--- src/rtl/vram_write_arbiter.sv ---
// VRAM port arbiter: buffers CPU writes in a small FIFO and shares the single
// VRAM port with renderer reads, favouring reads during active display.
module vram_write_arbiter #(
    parameter int unsigned FIFO_DEPTH   = 4,
    parameter int unsigned STARVE_LIMIT = 8
) (
    input  logic                              gpu_clk,
    input  logic                              rst_ni,
    input  logic                              cpu_wr_valid_i,
    input  logic [11:0]                       cpu_wr_address_i,
    input  logic [7:0]                        cpu_wr_data_i,
    output logic                              cpu_wr_ready_o,
    output logic                              overflow_o,
    input  logic                              clr_overflow_i,
    output logic [$clog2(FIFO_DEPTH+1)-1:0]   pending_o,
    input  logic                              in_vblank_i,
    input  logic                              render_req_i,
    input  logic [11:0]                       render_address_i,
    output logic                              render_gnt_o,
    output logic [7:0]                        render_data_o,
    output logic                              render_data_valid_o,
    output logic [11:0]                       vram_address_o,
    output logic                              vram_wen_o,
    output logic                              vram_ren_o,
    output logic [7:0]                        vram_wdata_o,
    input  logic [7:0]                        vram_rdata_i
);

    localparam int unsigned PW = (FIFO_DEPTH > 1) ? $clog2(FIFO_DEPTH) : 1;
    localparam int unsigned CW = $clog2(FIFO_DEPTH + 1);
    localparam int unsigned SW = (STARVE_LIMIT > 1) ? $clog2(STARVE_LIMIT) : 1;
    localparam logic [CW-1:0] DEPTH_C    = CW'(FIFO_DEPTH);
    localparam logic [SW-1:0] STARVE_MAX = SW'(STARVE_LIMIT - 1);

    logic [11:0]   fifo_addr_q [FIFO_DEPTH];
    logic [7:0]    fifo_data_q [FIFO_DEPTH];
    logic [PW-1:0] head_q, tail_q;
    logic [CW-1:0] count_q, count_d;
    logic [SW-1:0] starve_q, starve_d;
    logic          overflow_q, overflow_d;

    logic [11:0]   vram_address_q;
    logic [7:0]    vram_wdata_q;
    logic          vram_wen_q, vram_ren_q;
    logic          render_gnt_q;
    logic          render_data_valid_q;
    logic [7:0]    render_data_q;

    logic full, empty, push, grant_write, grant_read;

    always_comb begin
        full        = (count_q == DEPTH_C);
        empty       = (count_q == '0);
        push        = cpu_wr_valid_i && !full;
        // Reads win during active display unless the head write has waited too long.
        grant_write = !empty && (in_vblank_i || !render_req_i || (starve_q == STARVE_MAX));
        grant_read  = !grant_write && render_req_i;
    end

    always_comb begin
        count_d = count_q + CW'(push) - CW'(grant_write);

        starve_d = starve_q;
        if (empty || grant_write) begin
            starve_d = '0;
        end else if (grant_read && (starve_q != STARVE_MAX)) begin
            starve_d = starve_q + SW'(1);
        end

        overflow_d = overflow_q;
        if (cpu_wr_valid_i && full) begin
            overflow_d = 1'b1;
        end else if (clr_overflow_i) begin
            overflow_d = 1'b0;
        end
    end

    always_ff @(posedge gpu_clk) begin
        if (push) begin
            fifo_addr_q[tail_q] <= cpu_wr_address_i;
            fifo_data_q[tail_q] <= cpu_wr_data_i;
        end
    end

    always_ff @(posedge gpu_clk or negedge rst_ni) begin
        if (!rst_ni) begin
            head_q              <= '0;
            tail_q              <= '0;
            count_q             <= '0;
            starve_q            <= '0;
            overflow_q          <= 1'b0;
            vram_address_q      <= '0;
            vram_wdata_q        <= '0;
            vram_wen_q          <= 1'b0;
            vram_ren_q          <= 1'b0;
            render_gnt_q        <= 1'b0;
            render_data_valid_q <= 1'b0;
            render_data_q       <= '0;
        end else begin
            count_q    <= count_d;
            starve_q   <= starve_d;
            overflow_q <= overflow_d;
            if (push) begin
                tail_q <= tail_q + PW'(1);
            end
            if (grant_write) begin
                head_q <= head_q + PW'(1);
            end

            vram_wen_q   <= grant_write;
            vram_ren_q   <= grant_read;
            render_gnt_q <= grant_read;
            if (grant_write) begin
                vram_address_q <= fifo_addr_q[head_q];
                vram_wdata_q   <= fifo_data_q[head_q];
            end else if (grant_read) begin
                vram_address_q <= render_address_i;
            end

            // VRAM read data arrives one cycle after the read strobe.
            render_data_valid_q <= vram_ren_q;
            if (vram_ren_q) begin
                render_data_q <= vram_rdata_i;
            end
        end
    end

    assign cpu_wr_ready_o      = !full;
    assign overflow_o          = overflow_q;
    assign pending_o           = count_q;
    assign render_gnt_o        = render_gnt_q;
    assign render_data_o       = render_data_q;
    assign render_data_valid_o = render_data_valid_q;
    assign vram_address_o      = vram_address_q;
    assign vram_wen_o          = vram_wen_q;
    assign vram_ren_o          = vram_ren_q;
    assign vram_wdata_o        = vram_wdata_q;

endmodule

--- config.mk ---
export PLATFORM = sky130hd
export DESIGN_NAME = vram_write_arbiter
export DESIGN_NICKNAME = d
export VERILOG_FILES = /design/src/rtl/vram_write_arbiter.sv
export SDC_FILE = /design/constraint.sdc
export NUM_CORES = 1
export LEC_CHECK = 0
export ABC_AREA = 1
export CORE_ASPECT_RATIO = 1.25
export CORE_MARGIN = 5
export CORE_UTILIZATION = 53
export DETAILED_ROUTE_END_ITERATION = 10
export GPL_TIMING_DRIVEN = 1
export PLACE_DENSITY = 0.79
export SLEW_MARGIN = 20
export SYNTH_ARGS = -nofsm -noshare
export SYNTH_HDL_FRONTEND = slang
export SYNTH_SLANG_ARGS = --single-unit
export TNS_END_PERCENT = 30
--- constraint.sdc ---
create_clock -name gpu_clk -period 2.9 [get_ports gpu_clk]
set_clock_uncertainty 0.15 [all_clocks]
set_input_delay 0.435 -clock gpu_clk [delete_from_list [all_inputs] [get_ports gpu_clk]]
set_output_delay 0.435 -clock gpu_clk [all_outputs]
set_load 0.005 [all_outputs]
* After elaboration in Yosys (flattened, before gate mapping)
Memory sizes are Yosys's and may differ from the RTL's. A register that Yosys moved wholly into a read port is not among the register bits.
Index checks and enable logic that the tools add are counted.
** Cells by class
- $lt $le $gt $ge :: 0
- Reductions and logical operators :: 17
- Bitwise logic cells :: 0
- Multiply operators :: 0
- Add/sub/neg operators :: 5
- Shifts and indexed selects :: 0
- Eq/ne operators :: 3
- Div/mod/pow operators :: 0
- Muxes and demuxes :: 8
** Operator list (count)
- two-way mux 12 bit :: 2
- equality test 3 bit, second input constant :: 2
- two-way mux 3 bit :: 2
- nonzero test 2 bit :: 3
- logical AND 1 bit :: 5
- zero test 1 bit :: 5
- adder 2 x 1 -> 2 bit, second input constant :: 2
- two-way mux 1 bit :: 4
- adder 3 x 1 -> 3 bit :: 1
- adder 3 x 1 -> 3 bit, second input constant :: 1
- zero test 3 bit :: 1
- logical OR 1 bit :: 3
- inequality test 3 bit, second input constant :: 1
- subtractor 3 x 1 -> 3 bit :: 1
** Storage, ports and cells
- Output and inout bits :: 37
- Bits in registers :: 34
- Logic and storage cells :: 45
- Bits of input ports :: 46
- Memories kept :: 2
- Latch bits :: 0
- Memory bits (writable) :: 80
- ROM bits :: 0
** Memory list
- fifo_addr_q :: depth 4, width 12, rd ports 1, clocked after Yosys merged registers in 0, wr ports 1, line 35 : logic [11:0] fifo_addr_q [FIFO_DEPTH];
- fifo_data_q :: depth 4, width 8, rd ports 1, clocked after Yosys merged registers in 1, wr ports 1, line 36 : logic [7:0] fifo_data_q [FIFO_DEPTH];

* Logic depth before layout (Yosys ltp)
Gate-level depths: netlist (run 1).
- Word-level depth :: 9
- Mapped depth :: 12
- Gate-level depth less buffers :: 11

* Least setup slack after synthesis (run 1)
OpenSTA, ideal clock, no wires.
- Kind :: register to register
- From :: register starve_q[0]
- To :: register count_q[2], in the netlist pending_o[2]
- Arrival time :: 2.174 ns
- Data required time :: 2.621 ns
- Buffers on the path :: 1
- Stages on the path, launching flop included :: 13
- Clock period less this slack :: 2.452 ns
- Library setup time :: 0.129 ns
- Path slack :: 0.448 ns
- Path through :: dfrtp_1 > ha_1 > ha_1 > inv_1 > nand3_1 > nand2_4 > inv_2 > buf_6 > ha_1 > inv_1 > ha_1 > fa_1 > xor2_1
** Between the ends
- Word-level cells in the longest chain between the ends :: 4
** RTL lines
- from (decl) :: line 39 : logic [SW-1:0] starve_q, starve_d;
- from (signal assigned) :: line 101 : starve_q <= starve_d;
- equality test 3 bit :: line 56 : grant_write = !empty && (in_vblank_i || !render_req_i || (starve_q == STARVE_MAX));
- logical OR 1 bit :: line 56
- logical AND 1 bit :: line 56
- named net grant_write :: line 49 : logic full, empty, push, grant_write, grant_read;
- subtractor 3 x 1 -> 3 bit :: line 61 : count_d = count_q + CW'(push) - CW'(grant_write);
- named net count_d[2] :: line 38 : logic [CW-1:0] count_q, count_d;
- to (signal assigned) :: line 100 : count_q <= count_d;
- to (decl) :: line 38
The timed path passes the listed nets, and every way through them passes these cells.
A chain may end at the register's enable or synchronous reset.

* Worst setup path after layout (run 1)
- From :: register starve_q[0]
- To :: register count_q[2], in the netlist pending_o[2]
** Between the ends
- Word-level cells in the longest chain between the ends :: 4
** RTL lines (line)
- equality test 3 bit :: 56
- logical OR 1 bit :: 56
- logical AND 1 bit :: 56
- subtractor 3 x 1 -> 3 bit :: 61
- named net count_d[2] :: 38
The timed path passes the listed nets, and every way through them passes these cells.

==> Flow_metrics.wiki, run 1 <==
{| class="wikitable"
! Metric !! Value
|-
| Post-synthesis cell count || 499
|-
| Worst IR Drop VDD || 0.475 mV
|-
| Initial core utilization || 54.1%
|-
| Grt met3 use || 5.60%
|-
| Post-route ant nets || 0
|-
| Critical path type || reg -> reg
|-
| Sum of negative setup slack || 0 ps
|-
| Crit-path max cell delay || 380 ps
|-
| Inst Count DP || 696
|-
| Via total after detailed routing || 3638
|-
| Average footprint of a synthesized cell || 10.4 um2
|-
| Leading cell type in the layout, fill and taps excluded || sky130_fd_sc_hd__nand2_1
|-
| Share of the core filled with cells || between 60% and 70%
|-
| Post-DP Area || 0.00610 mm2
|-
| Unrepaired setup endpoints after global routing || no
|-
| Hold buffer count at cts || 0
|-
| Count of filler cells inserted in the layout || 680
|-
| Cell repeated most along the worst path || sky130_fd_sc_hd__ha_1
|-
| Detailed-router iteration count before antenna repair || 5
|-
| Kind of capture point of the worst setup path || flop
|-
| Non-filler instance count after layout || 728
|-
| Placer Congestion || between 0.7 and 0.8
|-
| Signal arrival time at the worst endpoint || 2460 ps
|-
| Storage cell area || ~0.0035 mm2
|-
| Number of distinct library cell variants in the gate-level netlist after synthesis || 23
|-
| Clock Path Buffers || 2
|-
| Buffers inserted by post-CTS timing repair || 0
|-
| Maximum fanout count along the critical path || 2
|-
| Height of the die || 121 um
|-
| Count of routing violations after the opening detailed-route iteration || 267
|-
| Number of gates resized after CTS || 0
|-
| Number of synthesis warnings || 0
|-
| Area of combinational cells with multiple inputs || 0.00128 mm2
|-
| Ant. Diodes || 0
|-
| Classification of the worst-slack hold path || in -> async
|-
| Sinks on Clock Net || 122
|-
| Via count of the first global-routing pass || 3745
|-
| M1 GR Usage || a little under a quarter
|-
| Latest clock arrival within the worst-skew pair || 400 ps
|-
| Detail-routed via count per cell || 5.00
|-
| Floorplan core area || 0.00961 mm2
|-
| Post-synth design cell area || 0.00520 mm2
|-
| Layout area overhead || 28.6%
|-
| GRT Total Usage || ~19%
|-
| Leakage power || 3.02 nW
|-
| Port Buffer Count || 82
|-
| Fraction of layout cells with a size suffix above 1 || 8.97%
|-
| Worst-path cell chain || ha_1 > ha_1 > inv_1 > nand3_1 > nand2_4 > inv_2 > ha_1 > inv_1 > ha_1 > fa_1 > xor2_1
|-
| DRC || 0
|-
| TritonCTS clock tree || yes
|-
| Non-Filler Cell Area, Final || 0.00668 mm2
|-
| Sequential-to-total area share from yosys stat || 66.4%
|-
| Mean routed wirelength per cell || roughly 15 um
|-
| Highest clock frequency the design can meet || 428 MHz
|-
| CTS root buf || sky130_fd_sc_hd__clkbuf_16
|-
| Max-slew headroom || 36.9%
|-
| Total count of hold-check failures in the final report || 0
|-
| Number of top-level design ports || 83
|-
| Overall die area || 0.0119 mm2
|-
| Post-detailed-placement half-perimeter wirelength || 6.71 mm
|-
| GRT busiest layer || met2
|-
| Maximum level of the CTS H-tree || 4
|-
| Outcome || finished, final reports clean
|-
| Max-cap violation count || 0
|-
| Synth Register Bits || 122
|-
| Clock buffer count from CTS || 17
|-
| Endpoints failing setup || 0
|-
| Power density cells || 1020 mW/mm2
|-
| Antenna violations before repair || 0
|-
| Net count after synthesis || 554
|-
| Number of nets in the layout || about 640
|-
| Die Span X || 98.6 um
|-
| Largest net degree at the start of global routing || 43
|-
| Clk pin slew, worst setup/hold paths || 50 ps
|-
| Met2 Resource Use GR || between 30 and 40%
|-
| Tmin final || 2340 ps
|-
| Worst-path cell with the longest stage delay || sky130_fd_sc_hd__fa_1
|-
| Commonest non-fill, non-tap cells in the layout || sky130_fd_sc_hd__nand2_1, sky130_fd_sc_hd__inv_1, sky130_fd_sc_hd__clkdlybuf4s50_1, sky130_fd_sc_hd__edfxtp_1, sky130_fd_sc_hd__nand3_1
|-
| Site row count || 40
|-
| Worst Max-Slew Pin Slew || about 950 ps
|-
| Final number of max-transition violations || 0
|-
| CP required || 3030 ps
|-
| First-pass GRT wire length || around 18 mm
|-
| Startpoint type of the worst setup path || flop
|-
| Final global-route overflow total || 0
|-
| Hold slack || 38.0 ps
|-
| Portion of the clock cycle consumed by the worst path in the final layout || 80.6%
|-
| WL final || 10.8 mm
|}
-- layer usage --
layer / wire length, um / up-vias
li1: - / 1760
met1: 4220 / 1734
met2: 5680 / 130
met3: 749 / 14
met4: 161 / 0
met5: 0 / -
-- through the flow --
| stage | setup WS, ps | power [mW] |
|---|---|---|
| floorplan | 448 | 3.94 |
| global placement | 455 | 4.77 |
| detailed placement | 417 | 4.87 |
| CTS | 554 | 6.89 |
| global route | 443 | 7.29 |
| finish | 564 | 6.84 |
-- layout make-up --
cell class,instances,area share (%)
Sequential cell,122,51.7
Clock inverter,6,0.449
Inverter,83,4.66
Clock buffer,26,8.28
Multi-Input combinational cell,273,19.2
Tap cell,126,2.36
Timing Repair Buffer,92,13.3
-- state kept, by name (all words and copies together), names as in the netlist --
| signal | flops |
|---|---|
| vram_wdata_o | 8 |
| render_gnt_o | 1 |
| vram_wen_o | 1 |
| fifo_data_q | 32 |
| tail_q | 2 |
| head_q | 2 |
| starve_q | 3 |
| fifo_addr_q | 48 |
| vram_address_o | 12 |
| pending_o | 3 |
| overflow_o | 1 |
| render_data_valid_o | 1 |
| render_data_o | 8 |
-- worst max-delay path, delay by kind of cell (launching register included) --
kind          cells  cell delay (ps)
flops             1              370
buf+inv           3              150
xor+xnor          1              180
simple gates      2              190
fa+ha+maj         5             1190
-- power breakdown --
part | total (mW) | internal, mW | switching, mW
Clock | 1.99 | 1.30 | 0.684
Combinational | 2.23 | 0.983 | 1.25
Sequential | 2.62 | 2.38 | 0.237
-- worst paths after layout --
check                      cells after the start  slack (ps)   startpoint            to
min                                            1          40       rst_ni     tail_q[0]
max reg2reg                                   11         560  starve_q[0]  pending_o[2]
max                                           11         560  starve_q[0]  pending_o[2]
min in group gpu_clk                           1         280  starve_q[0]   starve_q[0]
max in group asynchronous                      1        1980       rst_ni    vram_wen_o
min reg2reg                                    1         280  starve_q[0]   starve_q[0]
-- cells in the mapped netlist --
cell type                  number  area share [%]
sky130_fd_sc_hd__buf_2          7            0.67
sky130_fd_sc_hd__xnor2_1        1            0.17
sky130_fd_sc_hd__nand2_4        1            0.22
sky130_fd_sc_hd__a21oi_1        1           0.096
sky130_fd_sc_hd__dfrtp_1       42              20
sky130_fd_sc_hd__nand3_1       62             6.0
sky130_fd_sc_hd__inv_2          2            0.14
sky130_fd_sc_hd__nor2_2         1            0.12
sky130_fd_sc_hd__nor2_1        44             3.2
sky130_fd_sc_hd__mux2_2         8             1.7
sky130_fd_sc_hd__inv_1         81             5.8
sky130_fd_sc_hd__nand2_2        2            0.24
sky130_fd_sc_hd__buf_1          2            0.14
sky130_fd_sc_hd__buf_4          4            0.58
sky130_fd_sc_hd__edfxtp_1      80              46
sky130_fd_sc_hd__fa_1           1            0.39
sky130_fd_sc_hd__buf_6          6             1.3
sky130_fd_sc_hd__o21ai_0        2            0.19
sky130_fd_sc_hd__nand4_1        1            0.12
sky130_fd_sc_hd__clkbuf_1       2            0.14
sky130_fd_sc_hd__ha_1           8             1.9
sky130_fd_sc_hd__xor2_1         2            0.34
sky130_fd_sc_hd__nand2_1      139              10
-- logic make-up after synthesis --
kind of cell	share of synthesized area (%)
simple gates	19.9
flops	66.4
buf+inv	8.83
fa+ha+maj	2.31
mux	1.73
compound gates	0.289
xor+xnor	0.506
Power figures use the tool's default switching activity.
==> run 2, diff against run 1 <==
==> constraint.sdc (replaced) <==
create_clock -name gpu_clk -period 2.3 [get_ports gpu_clk]
set_clock_uncertainty 0.15 [all_clocks]
set_input_delay 0.345 -clock gpu_clk [delete_from_list [all_inputs] [get_ports gpu_clk]]
set_output_delay 0.345 -clock gpu_clk [all_outputs]
set_load 0.005 [all_outputs]
==> run 2 against run 1 <==
Final area rose by 2.0%; wire length down 1.7%; register-to-register slack worse by 450 ps; sequential power increased by 26%; sequential share of layout area fell by 1.0 points; core utilization grew 1.4 points; clock power grew 27%; global-route usage rose by 0.13 points; highest routed layer unchanged.
==> Flow_metrics.wiki, run 2 (synthesis results as in run 1) <==
{| class="wikitable"
! Metric !! Value
|-
| Outcome || finished, final reports clean
|-
| Count of routing violations after the opening detailed-route iteration || 214 (-20%)
|-
| Via count of the first global-routing pass || 3682 (-1.7%)
|-
| Commonest non-fill, non-tap cells in the layout || sky130_fd_sc_hd__nand2_1, sky130_fd_sc_hd__clkdlybuf4s50_1, sky130_fd_sc_hd__edfxtp_1, sky130_fd_sc_hd__inv_1, sky130_fd_sc_hd__nand3_1
|-
| Floorplan core area || 0.00961 mm2 (unchanged)
|-
| TritonCTS clock tree || yes
|-
| Tmin final || 2190 ps (-147 ps)
|-
| Clk pin slew, worst setup/hold paths || 50 ps (about the same)
|-
| Final global-route overflow total || 0 (unchanged)
|-
| Via total after detailed routing || 3615 (-0.63%)
|-
| Classification of the worst-slack hold path || in -> async
|-
| Non-filler instance count after layout || 733 (+0.69%)
|-
| Unrepaired setup endpoints after global routing || no
|-
| Layout area overhead || 31.2%
|-
| Most flops, register || fifo_addr_q
|-
| Detailed-router iteration count before antenna repair || 5 (unchanged)
|-
| Worst Setup Slack, final || 110 ps (-453 ps)
|-
| Post-detailed-placement half-perimeter wirelength || 6.96 mm (+3.7%)
|-
| Number of flip-flops in the largest register || 48 (unchanged)
|-
| Mean routed wirelength per cell || 14.5 um (-2.3%)
|-
| Initial core utilization || 54.1% (unchanged)
|-
| Kind of capture point of the worst setup path || flop
|-
| Ant. Diodes || 0 (unchanged)
|-
| Signal arrival time at the worst endpoint || 2330 ps (-130 ps)
|-
| Port Buffer Count || 82 (unchanged)
|-
| Total count of hold-check failures in the final report || 0 (unchanged)
|-
| Sinks on Clock Net || 122 (unchanged)
|-
| Detail-routed via count per cell || 4.93 (-1.3%)
|-
| Inst Count DP || 700 (+0.57%)
|-
| Setup slack at placement || 7.72 ps (-409 ps)
|-
| Clock Path Buffers || 2 (unchanged)
|-
| Highest clock frequency the design can meet || 457 MHz (+6.7%)
|-
| Post-route ant nets || 0 (unchanged)
|-
| Overall die area || 0.0119 mm2 (unchanged)
|-
| Buffers inserted by post-CTS timing repair || 0 (unchanged)
|-
| Antenna violations before repair || 0 (unchanged)
|-
| Maximum level of the CTS H-tree || 4 (unchanged)
|-
| Leading cell type in the layout, fill and taps excluded || sky130_fd_sc_hd__nand2_1
|-
| Placer Congestion || 0.746 (+2.3%)
|-
| Portion of the clock cycle consumed by the worst path in the final layout || 95.2% (+15 points)
|-
| Power density cells || 1290 mW/mm2 (+26%)
|-
| Worst Max-Slew Pin Slew || 818 ps (-129 ps)
|-
| Latest clock arrival within the worst-skew pair || 410 ps (about the same)
|-
| First-pass GRT wire length || 17.9 mm (about the same)
|-
| Max-slew headroom || 45.4% (+8.5 points)
|-
| Number of top-level design ports || 83 (unchanged)
|-
| Number of nets in the layout || 649 (+0.78%)
|-
| Clock buffer count from CTS || 17 (unchanged)
|-
| DRC || 0 (unchanged)
|-
| CTS root buf || sky130_fd_sc_hd__clkbuf_16
|-
| Worst IR Drop VDD || 0.607 mV (+28%)
|-
| Fraction of layout cells with a size suffix above 1 || 10.9% (+1.9 points)
|-
| Maximum fanout count along the critical path || 2 (unchanged)
|-
| CP required || 2440 ps (-590 ps)
|-
| Critical path type || reg -> reg
|-
| Max-cap violation count || 0 (unchanged)
|-
| Endpoints failing setup || 0 (unchanged)
|-
| GRT Total Usage || 19.5% (+0.13 points)
|-
| Final number of max-transition violations || 0 (unchanged)
|-
| WL final || 10.6 mm (-1.7%)
|-
| Site row count || 40 (unchanged)
|-
| Startpoint type of the worst setup path || flop
|-
| Largest net degree at the start of global routing || 35 (-19%)
|-
| Height of the die || 121 um (unchanged)
|-
| Leakage power || 3.04 nW (+0.41%)
|-
| Die Span X || 98.6 um (unchanged)
|}
## run 2: cell types whose count changed in the layout (fill, tap and decap cells not counted), sizes merged
cell and change:
clkbuf -4, buf +4, clkinvlp +1, dlygate4sd3 +1, bufinv +3
## run 2: worst paths after layout
kind,from,endpoint,slack (ps),cells after the start
max,starve_q[0],pending_o[2],110,11
min,rst_ni,render_data_o[3],300,2
max reg2reg,starve_q[0],pending_o[2],110,11
min reg2reg,starve_q[0],starve_q[0],300,1
max in group asynchronous,rst_ni,vram_address_o[9],1130,3
min in group gpu_clk,starve_q[0],starve_q[0],300,1
## run 2: metrics by stage
stage,total power [mW],setup TNS [ps],hold WS (ps),instance area (um2),utilization [%]
6_report,8.77,0,297,6820,71.0
5_1_grt,9.37,0,325,6820,71.0
4_1_cts,8.85,0,300,6820,71.0
3_5_place_dp,6.29,0,200,6240,64.9
3_3_place_gp,6.16,0,199,6240,64.9
2_1_floorplan,5.01,-11.1,-101,5250,-
## run 2: where the power goes
part / total [mW] / internal (mW) / leakage (nW) / switching [mW]
sequential: 3.31 / 3.01 / 1.24 / 0.300
combinational: 2.93 / 1.33 / 1.52 / 1.60
clock: 2.53 / 1.68 / 0.277 / 0.850
total: 8.77 / 6.02 / 3.04 / 2.75
## run 2: critical path, cell delays in order, from the launching register on
cell and delay, ps:
sky130_fd_sc_hd__dfrtp_1 380, sky130_fd_sc_hd__ha_2 190, sky130_fd_sc_hd__ha_4 160, sky130_fd_sc_hd__inv_2 50, sky130_fd_sc_hd__nand3_2 90, sky130_fd_sc_hd__nand2_4 90
sky130_fd_sc_hd__inv_4 40, sky130_fd_sc_hd__ha_4 240, sky130_fd_sc_hd__inv_2 40, sky130_fd_sc_hd__ha_4 150, sky130_fd_sc_hd__fa_2 350, sky130_fd_sc_hd__xor2_1 140
## run 2: what timing repair did
item,4_1_cts,5_1_grt
hold buffers,1,0
resized for setup,0,0
endpoints found under the hold margin,22,0
## run 2: cell type report
cell class,count,area [um2]
Tap cell,126,158
Fill cell,682,2790
Sequential cell,122,3450
Timing Repair Buffer,97,981
Multi-Input combinational cell,273,1340
Inverter,83,314
Clock inverter,10,125
Clock buffer,22,444
## run 2: routing by layer
| metal | share of wire (%) | global-route usage [%] |
|---|---|---|
| met5 | 0 | 0 |
| met2 | 51 | 32.7 |
| met3 | 6.5 | 4.85 |
| met4 | 2.3 | 9.48 |
| met1 | 40 | 23.6 |
